==> src/rtl/hazard_ctrl_if.sv <==
`default_nettype none
// ============================================================================
//  Module      : hazard_ctrl_if
//  Description : Pipeline-side signal bundle for the hazard/stall controller.
//                The master modport is used by the pipeline. The slave
//                modport is used by hazard_ctrl.
//  Revision    : 1.0 - initial release
// ============================================================================
interface hazard_ctrl_if #(
    parameter int ADDR_RFILE = 5,
    parameter int CNT_W      = 16
);
    // Hazard sources observed in ID and EX
    logic [ADDR_RFILE-1:0] id_addr_rs;
    logic [ADDR_RFILE-1:0] id_addr_rt;
    logic                  id_use_rs;
    logic                  id_use_rt;
    logic                  id_mdu;
    logic                  ex_mem_rd;
    logic [ADDR_RFILE-1:0] ex_wb_addr;
    logic                  ex_br_taken;

    // Pipeline control and qualifiers
    logic                  pc_en;
    logic                  ifid_en;
    logic                  idex_bubble;
    logic                  ifid_flush;
    logic                  ex_hold;
    logic                  stall_ctrl_t;
    logic                  stall_ctrl_t2;
    logic                  flush_ctrl_t;
    logic [CNT_W-1:0]      stall_cnt;

    modport master (
        output id_addr_rs, id_addr_rt, id_use_rs, id_use_rt, id_mdu,
               ex_mem_rd, ex_wb_addr, ex_br_taken,
        input  pc_en, ifid_en, idex_bubble, ifid_flush, ex_hold,
               stall_ctrl_t, stall_ctrl_t2, flush_ctrl_t, stall_cnt
    );

    modport slave (
        input  id_addr_rs, id_addr_rt, id_use_rs, id_use_rt, id_mdu,
               ex_mem_rd, ex_wb_addr, ex_br_taken,
        output pc_en, ifid_en, idex_bubble, ifid_flush, ex_hold,
               stall_ctrl_t, stall_ctrl_t2, flush_ctrl_t, stall_cnt
    );
endinterface
`default_nettype wire

==> src/rtl/hazard_ctrl.sv <==
`default_nettype none
// ============================================================================
//  Module      : hazard_ctrl
//  Description : Hazard and stall controller for a 5-stage pipeline. It
//                handles load-use stalls, taken-branch flushes and multi-cycle
//                MUL/DIV occupancy of EX. It also produces delayed qualifiers
//                for the forwarding unit and a saturating stall-cycle counter.
//  Revision    : 1.0 - initial release
// ============================================================================
module hazard_ctrl #(
    parameter int ADDR_RFILE = 5,
    parameter int MDU_LAT    = 4,
    parameter int CNT_W      = 16
) (
    input  wire logic   clk,
    input  wire logic   rst,
    hazard_ctrl_if.slave bus
);

    // A counter width of clog2(MDU_LAT) is enough to hold MDU_LAT-1.
    localparam int c_MCNT_W = (MDU_LAT > 2) ? $clog2(MDU_LAT) : 1;

    typedef enum logic [0:0] {
        ST_RUN = 1'b0,
        ST_MDU = 1'b1
    } state_t;

    state_t                r_state;
    state_t                w_state_nxt;
    logic [c_MCNT_W-1:0]   r_mcnt;
    logic [c_MCNT_W-1:0]   w_mcnt_nxt;
    logic                  r_stall_t;
    logic                  r_stall_t2;
    logic                  r_flush_t;
    logic [CNT_W-1:0]      r_stall_cnt;

    logic                  w_lu;
    logic                  w_lu_stall;
    logic                  w_br_flush;
    logic                  w_pc_en;
    logic                  w_ifid_en;
    logic                  w_idex_bubble;
    logic                  w_ifid_flush;
    logic                  w_ex_hold;

    // Load-use detection. A load targeting r0 never creates a dependency.
    always_comb begin
        w_lu = bus.ex_mem_rd
             && (bus.ex_wb_addr != ADDR_RFILE'(0))
             && ((bus.id_use_rs && (bus.id_addr_rs == bus.ex_wb_addr))
              || (bus.id_use_rt && (bus.id_addr_rt == bus.ex_wb_addr)));
    end

    // Next-state and Mealy pipeline controls. Branch beats load-use, and
    // load-use beats MUL/DIV issue.
    always_comb begin
        w_state_nxt   = r_state;
        w_mcnt_nxt    = r_mcnt;
        w_pc_en       = 1'b1;
        w_ifid_en     = 1'b1;
        w_idex_bubble = 1'b0;
        w_ifid_flush  = 1'b0;
        w_ex_hold     = 1'b0;
        w_lu_stall    = 1'b0;
        w_br_flush    = 1'b0;
        case (r_state)
            ST_RUN: begin
                if (bus.ex_br_taken) begin
                    w_ifid_flush  = 1'b1;
                    w_idex_bubble = 1'b1;
                    w_br_flush    = 1'b1;
                end else if (w_lu) begin
                    w_pc_en       = 1'b0;
                    w_ifid_en     = 1'b0;
                    w_idex_bubble = 1'b1;
                    w_lu_stall    = 1'b1;
                end else if (bus.id_mdu) begin
                    w_state_nxt = ST_MDU;
                    w_mcnt_nxt  = c_MCNT_W'(MDU_LAT - 1);
                end
            end
            ST_MDU: begin
                // EX is occupied by the MUL/DIV op, so branch and load
                // hazards cannot originate there.
                w_pc_en    = 1'b0;
                w_ifid_en  = 1'b0;
                w_ex_hold  = 1'b1;
                w_mcnt_nxt = r_mcnt - c_MCNT_W'(1);
                if (r_mcnt == c_MCNT_W'(1)) begin
                    w_state_nxt = ST_RUN;
                end
            end
            default: begin
                w_state_nxt = ST_RUN;
            end
        endcase
    end

    // State register, MUL/DIV occupancy counter and delayed qualifiers.
    always_ff @(posedge clk) begin
        if (rst) begin
            r_state    <= ST_RUN;
            r_mcnt     <= '0;
            r_stall_t  <= 1'b0;
            r_stall_t2 <= 1'b0;
            r_flush_t  <= 1'b0;
        end else begin
            r_state    <= w_state_nxt;
            r_mcnt     <= w_mcnt_nxt;
            r_stall_t  <= w_lu_stall;
            r_stall_t2 <= r_stall_t;
            r_flush_t  <= w_br_flush;
        end
    end

    // Saturating count of cycles in which the PC is frozen.
    always_ff @(posedge clk) begin
        if (rst) begin
            r_stall_cnt <= '0;
        end else if (!w_pc_en && (r_stall_cnt != {CNT_W{1'b1}})) begin
            r_stall_cnt <= r_stall_cnt + CNT_W'(1);
        end
    end

    assign bus.pc_en         = w_pc_en;
    assign bus.ifid_en       = w_ifid_en;
    assign bus.idex_bubble   = w_idex_bubble;
    assign bus.ifid_flush    = w_ifid_flush;
    assign bus.ex_hold       = w_ex_hold;
    assign bus.stall_ctrl_t  = r_stall_t;
    assign bus.stall_ctrl_t2 = r_stall_t2;
    assign bus.flush_ctrl_t  = r_flush_t;
    assign bus.stall_cnt     = r_stall_cnt;

endmodule
`default_nettype wire

==> src/flat_wrapper.sv <==
// flat-port wrapper written by rule: the top's interface ports become plain ports
module hazard_ctrl_flat 
#(
    parameter int ADDR_RFILE = 5,
    parameter int MDU_LAT    = 4,
    parameter int CNT_W      = 16
)
  (clk, rst, bus_id_addr_rs, bus_id_addr_rt, bus_id_use_rs, bus_id_use_rt, bus_id_mdu, bus_ex_mem_rd, bus_ex_wb_addr, bus_ex_br_taken, bus_pc_en, bus_ifid_en, bus_idex_bubble, bus_ifid_flush, bus_ex_hold, bus_stall_ctrl_t, bus_stall_ctrl_t2, bus_flush_ctrl_t, bus_stall_cnt);
  hazard_ctrl_if #(.ADDR_RFILE(ADDR_RFILE), .CNT_W(CNT_W)) bus_i ();
  input  wire logic clk;
  input  wire logic rst;
  input wire logic [$bits(bus_i.id_addr_rs)-1:0] bus_id_addr_rs;
  input wire logic [$bits(bus_i.id_addr_rt)-1:0] bus_id_addr_rt;
  input wire logic [$bits(bus_i.id_use_rs)-1:0] bus_id_use_rs;
  input wire logic [$bits(bus_i.id_use_rt)-1:0] bus_id_use_rt;
  input wire logic [$bits(bus_i.id_mdu)-1:0] bus_id_mdu;
  input wire logic [$bits(bus_i.ex_mem_rd)-1:0] bus_ex_mem_rd;
  input wire logic [$bits(bus_i.ex_wb_addr)-1:0] bus_ex_wb_addr;
  input wire logic [$bits(bus_i.ex_br_taken)-1:0] bus_ex_br_taken;
  output wire logic [$bits(bus_i.pc_en)-1:0] bus_pc_en;
  output wire logic [$bits(bus_i.ifid_en)-1:0] bus_ifid_en;
  output wire logic [$bits(bus_i.idex_bubble)-1:0] bus_idex_bubble;
  output wire logic [$bits(bus_i.ifid_flush)-1:0] bus_ifid_flush;
  output wire logic [$bits(bus_i.ex_hold)-1:0] bus_ex_hold;
  output wire logic [$bits(bus_i.stall_ctrl_t)-1:0] bus_stall_ctrl_t;
  output wire logic [$bits(bus_i.stall_ctrl_t2)-1:0] bus_stall_ctrl_t2;
  output wire logic [$bits(bus_i.flush_ctrl_t)-1:0] bus_flush_ctrl_t;
  output wire logic [$bits(bus_i.stall_cnt)-1:0] bus_stall_cnt;
  assign bus_i.id_addr_rs = bus_id_addr_rs;
  assign bus_i.id_addr_rt = bus_id_addr_rt;
  assign bus_i.id_use_rs = bus_id_use_rs;
  assign bus_i.id_use_rt = bus_id_use_rt;
  assign bus_i.id_mdu = bus_id_mdu;
  assign bus_i.ex_mem_rd = bus_ex_mem_rd;
  assign bus_i.ex_wb_addr = bus_ex_wb_addr;
  assign bus_i.ex_br_taken = bus_ex_br_taken;
  assign bus_pc_en = bus_i.pc_en;
  assign bus_ifid_en = bus_i.ifid_en;
  assign bus_idex_bubble = bus_i.idex_bubble;
  assign bus_ifid_flush = bus_i.ifid_flush;
  assign bus_ex_hold = bus_i.ex_hold;
  assign bus_stall_ctrl_t = bus_i.stall_ctrl_t;
  assign bus_stall_ctrl_t2 = bus_i.stall_ctrl_t2;
  assign bus_flush_ctrl_t = bus_i.flush_ctrl_t;
  assign bus_stall_cnt = bus_i.stall_cnt;
  hazard_ctrl #(.ADDR_RFILE(ADDR_RFILE), .MDU_LAT(MDU_LAT), .CNT_W(CNT_W)) u_core (.clk(clk), .rst(rst), .bus(bus_i));
endmodule
==> config.mk <==
export PLATFORM = sky130hd
export DESIGN_NAME = hazard_ctrl_flat
export DESIGN_NICKNAME = d
export VERILOG_FILES = /design/src/rtl/hazard_ctrl_if.sv /design/src/rtl/hazard_ctrl.sv /design/src/flat_wrapper.sv
export SDC_FILE = /design/constraint.sdc
export NUM_CORES = 1
export LEC_CHECK = 0
export ABC_AREA = 0
export BUFFER_PORTS_ARGS = -buffer_cell sky130_fd_sc_hd__buf_2
export CORE_MARGIN = 3
export CORE_UTILIZATION = 45
export DETAILED_ROUTE_END_ITERATION = 8
export HOLD_SLACK_MARGIN = 0.03
export PLACE_DENSITY = 0.75
export SLEW_MARGIN = 20
export SYNTH_ARGS = -nofsm -noshare
export SYNTH_HDL_FRONTEND = slang
export SYNTH_SLANG_ARGS = --single-unit
==> constraint.sdc <==
create_clock -name clk -period 1.7 [get_ports clk]
set_input_delay 0.17 -clock clk [delete_from_list [all_inputs] [get_ports clk]]
set_output_delay 0.17 -clock clk [all_outputs]
set_load 0.01 [all_outputs]
==> reports/qor.csv <==
stage,metric,value,unit
synthesis,synth_edf_count,0,
placed_design,port_buffers,45,
synthesis,synth_ff_type,dfxtp_1,
pwr,vdd_ir_drop_max,0.492,mV
timing,rsz0062_at_grt,yes,
drt,ant_nets,0,
timing,worst_slew_pin_slew,0.512,ns
synthesis,synth_seq_cells,22,
setup_path,end_kind,register,
synthesis,synth.most_common_cell,dfxtp_1,
synthesis,syn_area,1370,µm²
timing,maxSlewViolCount,0,
placed_design,dp_hpwl,2.57,mm
synthesis,yosys-top-cells-count,"dfxtp_1 (22), a21oi_1 (13), xnor2_1 (10)",
synthesis,syn_area_per_cell,9.41,µm²
hold_path,min_path_type,input port to register,
floorplan,die_w,61.1,µm
pwr,power,1.02,mW
floorplan,start_util,48.3,%
cts,clk_latency,0.32,ns
floorplan,die_height,61.1,µm
drt,first_pass_iters,4,
synthesis,synth_top_family_by_area,simple AND/OR/NAND/NOR gates,
timing,period_needed,1.87,ns
cts,cts.sinks,22,
placed_design,place_inst,236,
cts,h-tree-depth,1,
synthesis,synth_simple_gate_area_share,29.4,%
cts,cts_buffer_depth,2,
cts,cts_root_buf,clkbuf_4,
synthesis,ys_seq_area_share,32.3,%
hold_path,whs_path_depth,2,
job,drv_cap,0,
pwr,p_leak,0.812,nW
grt,grt_max_degree,28,
setup_path,cp-start-kind,register,
setup_path,crit_type,register to register,
timing,max-slew-margin-rel,65.9,%
setup_path,required,1.95,ns
synthesis,synth_area_leaders,"dfxtp_1 (32%), xnor2_1 (6.4%), mux2_4 (5.5%), or4_1 (4.9%), a21oi_1 (4.8%)",
drt,vias_per_cell,5.60,
grt,first_global_vias,1316,
setup_path,crit_fanout,3,
grt,overflow,0,
drt,drc_errors,0,
floorplan,die-area,3730,µm²
synthesis,yosys.area.top_type,dfxtp_1,
hold_path,worstHoldStart,bus_ex_br_taken,
drt,dr_total_vias,1366,
cells_and_area,area_delta_synth_final,41.9,%
cells_and_area,drive_above_1_share,54.5,%
setup_path,reg2reg_depth,5,
synthesis,synthAdderAreaFrac,1.83,%
hold_path,hold_path_end,u_core.bus.stall_ctrl_t,
timing,fin_crit_sh,110,%
cells_and_area,fillers,221,
floorplan,core,2830,µm²
timing,fin_skew,0.0138,ns
drt,wl_per_cell,14.5,µm
setup_path,arrival,2.12,ns
synthesis,synth.distinct_cells,43,
setup_path,worstReg2RegStart,u_core.bus.stall_cnt[4],
pwr,powerDensity,525,nW/µm²
synthesis,synth_top_area_share,32.3,%
synthesis,synth_compound_area_share,15.2,%
floorplan,row_count,19,
cells_and_area,final_nets,238,
cells_and_area,final_cells,244,
timing,setup_ws,-0.173,ns
run_status,violations,setup timing,
synthesis,yosys_warnings,0,
drt,drtIter0Drc,41,
timing,final_hold_viol_count,0,
cells_and_area,n_antenna_cell,0,
run_status,status,"finished, violations left",
floorplan,io_pins,46,
synthesis,async_flop_share,0,%
synthesis,netlist_instances,145,
cts,cts_buffers,3,
timing,fin_tns_setup,-0.865,ns
setup_path,r2r-end,u_core.bus.stall_cnt[15],
timing,setup_viol,9,
synthesis,syn_nets,169,
placed_design,gp_congestion,0.880,
grt,antenna_found_initial,0,
cts,tritoncts,yes,
synthesis,synth-xor-area-share,6.42,%
cts,cts.clk_slew.worst_paths,0.14,ns
synthesis,synth.area.mux_share,5.50,%
timing,fmax,534,MHz
placed_design,dp_slack,-0.228,ns
drt,routed_wirelength,3.54,mm
setup_path,rrSetupSlack,-0.17,ns
grt,grt_first_pass_wirelength,5.43,mm
grt,grt_usage,18.9,%
==> what timing repair did <==
item	in CTS	in global routing
buffers inserted	2	2
pin swaps	8	8
gates resized for setup	11	12
setup endpoints to repair	12	17
cloned	0	0
hold buffers	0	0
==> critical path, cell delays in order (launching register included) <==
cell     delay [ns]
dfxtp_4        0.36
and4_4         0.25
nand3_4        0.09
or4_4          0.54
or4_4          0.44
a21oi_2        0.12
==> metrics by stage <==
step	cell area (µm²)	hold slack (ns)	utilization, %
after floorplan	1410	0.249	-
after global placement	1760	0.385	62.2
after detailed placement	1760	0.398	62.2
after CTS	1860	0.0529	65.8
after global routing	1940	0.0606	68.5
final	1940	0.0608	68.5
==> worst max-delay path by stage <==
stage                             from                       end  slack [ns]  depth (start not counted)
4_1_cts        u_core.bus.stall_cnt[4]  u_core.bus.stall_cnt[15]       -0.15                          5
2_1_floorplan  u_core.bus.stall_cnt[5]  u_core.bus.stall_cnt[15]       -0.09                          5
5_1_grt        u_core.bus.stall_cnt[4]  u_core.bus.stall_cnt[15]       -0.21                          5
3_3_place_gp         bus_ex_wb_addr[0]  u_core.bus.stall_cnt[14]       -0.17                          8
3_5_place_dp         bus_ex_wb_addr[2]   u_core.bus.stall_cnt[2]       -0.23                          9
6_report       u_core.bus.stall_cnt[4]  u_core.bus.stall_cnt[15]       -0.17                          5
==> per-layer routing <==
layer	up-vias	part of all wire (%)	track usage, %
li1	670	-	-
met1	647	41	20.6
met2	47	52	36.3
met3	2	6.6	5.66
met4	0	0.40	3.10
met5	-	0	0
==> area by class of cell <==
| class | count | area (µm²) | area share [%] |
|---|---|---|---|
| multi-input combinational | 108 | 905 | 46.7 |
| clock buffer | 4 | 36.3 | 1.87 |
| sequential | 22 | 457 | 23.6 |
| tap | 31 | 38.8 | 2.00 |
| timing repair buffer | 73 | 478 | 24.7 |
| inverter | 6 | 22.5 | 1.16 |
==> kinds of logic (layout without fill, tap and decap cells) <==
family	after synthesis	after routing
AND/OR/NAND/NOR	60	60
AO/OA/AOI/OAI	31	31
flip-flops	22	22
buffers and inverters	15	83
XOR/XNOR	10	10
multiplexers	5	5
adder cells (fa/ha/maj)	2	2
==> registers in the layout, summed over array words and instances, names as in the netlist <==
signal                    cells
u_core.bus.flush_ctrl_t       1
u_core.bus.stall_cnt         16
u_core.bus.stall_ctrl_t       1
u_core.bus.stall_ctrl_t2      1
u_core.r_mcnt                 2
u_core.r_state                1
==> power by group <==
group | total (mW) | switching, mW | internal [mW]
sequential | 0.530 | 0.00835 | 0.522
combinational | 0.186 | 0.0985 | 0.0877
clock | 0.299 | 0.169 | 0.131
total | 1.02 | 0.275 | 0.741
==> placed cells by master (no fill, tap or decap), types with 3 or more instances in the layout <==
master,netlist,final
buf_2,0,42
buf_4,1,24
dfxtp_1,22,15
a21oi_1,13,11
xnor2_1,10,10
nor2_1,8,7
nand2_1,7,7
nand4_1,6,6
o31ai_1,8,6
buf_6,4,6
inv_1,5,5
or4_4,0,5
mux2_4,5,5
or4_1,9,5
nor2b_1,5,5
nand3_1,5,4
dfxtp_2,0,4
nor4_4,1,3
o21ai_1,3,3
or3_1,3,3
clkbuf_4,0,3
dfxtp_4,0,3
Note: power is estimated with default switching activity, not from simulation.
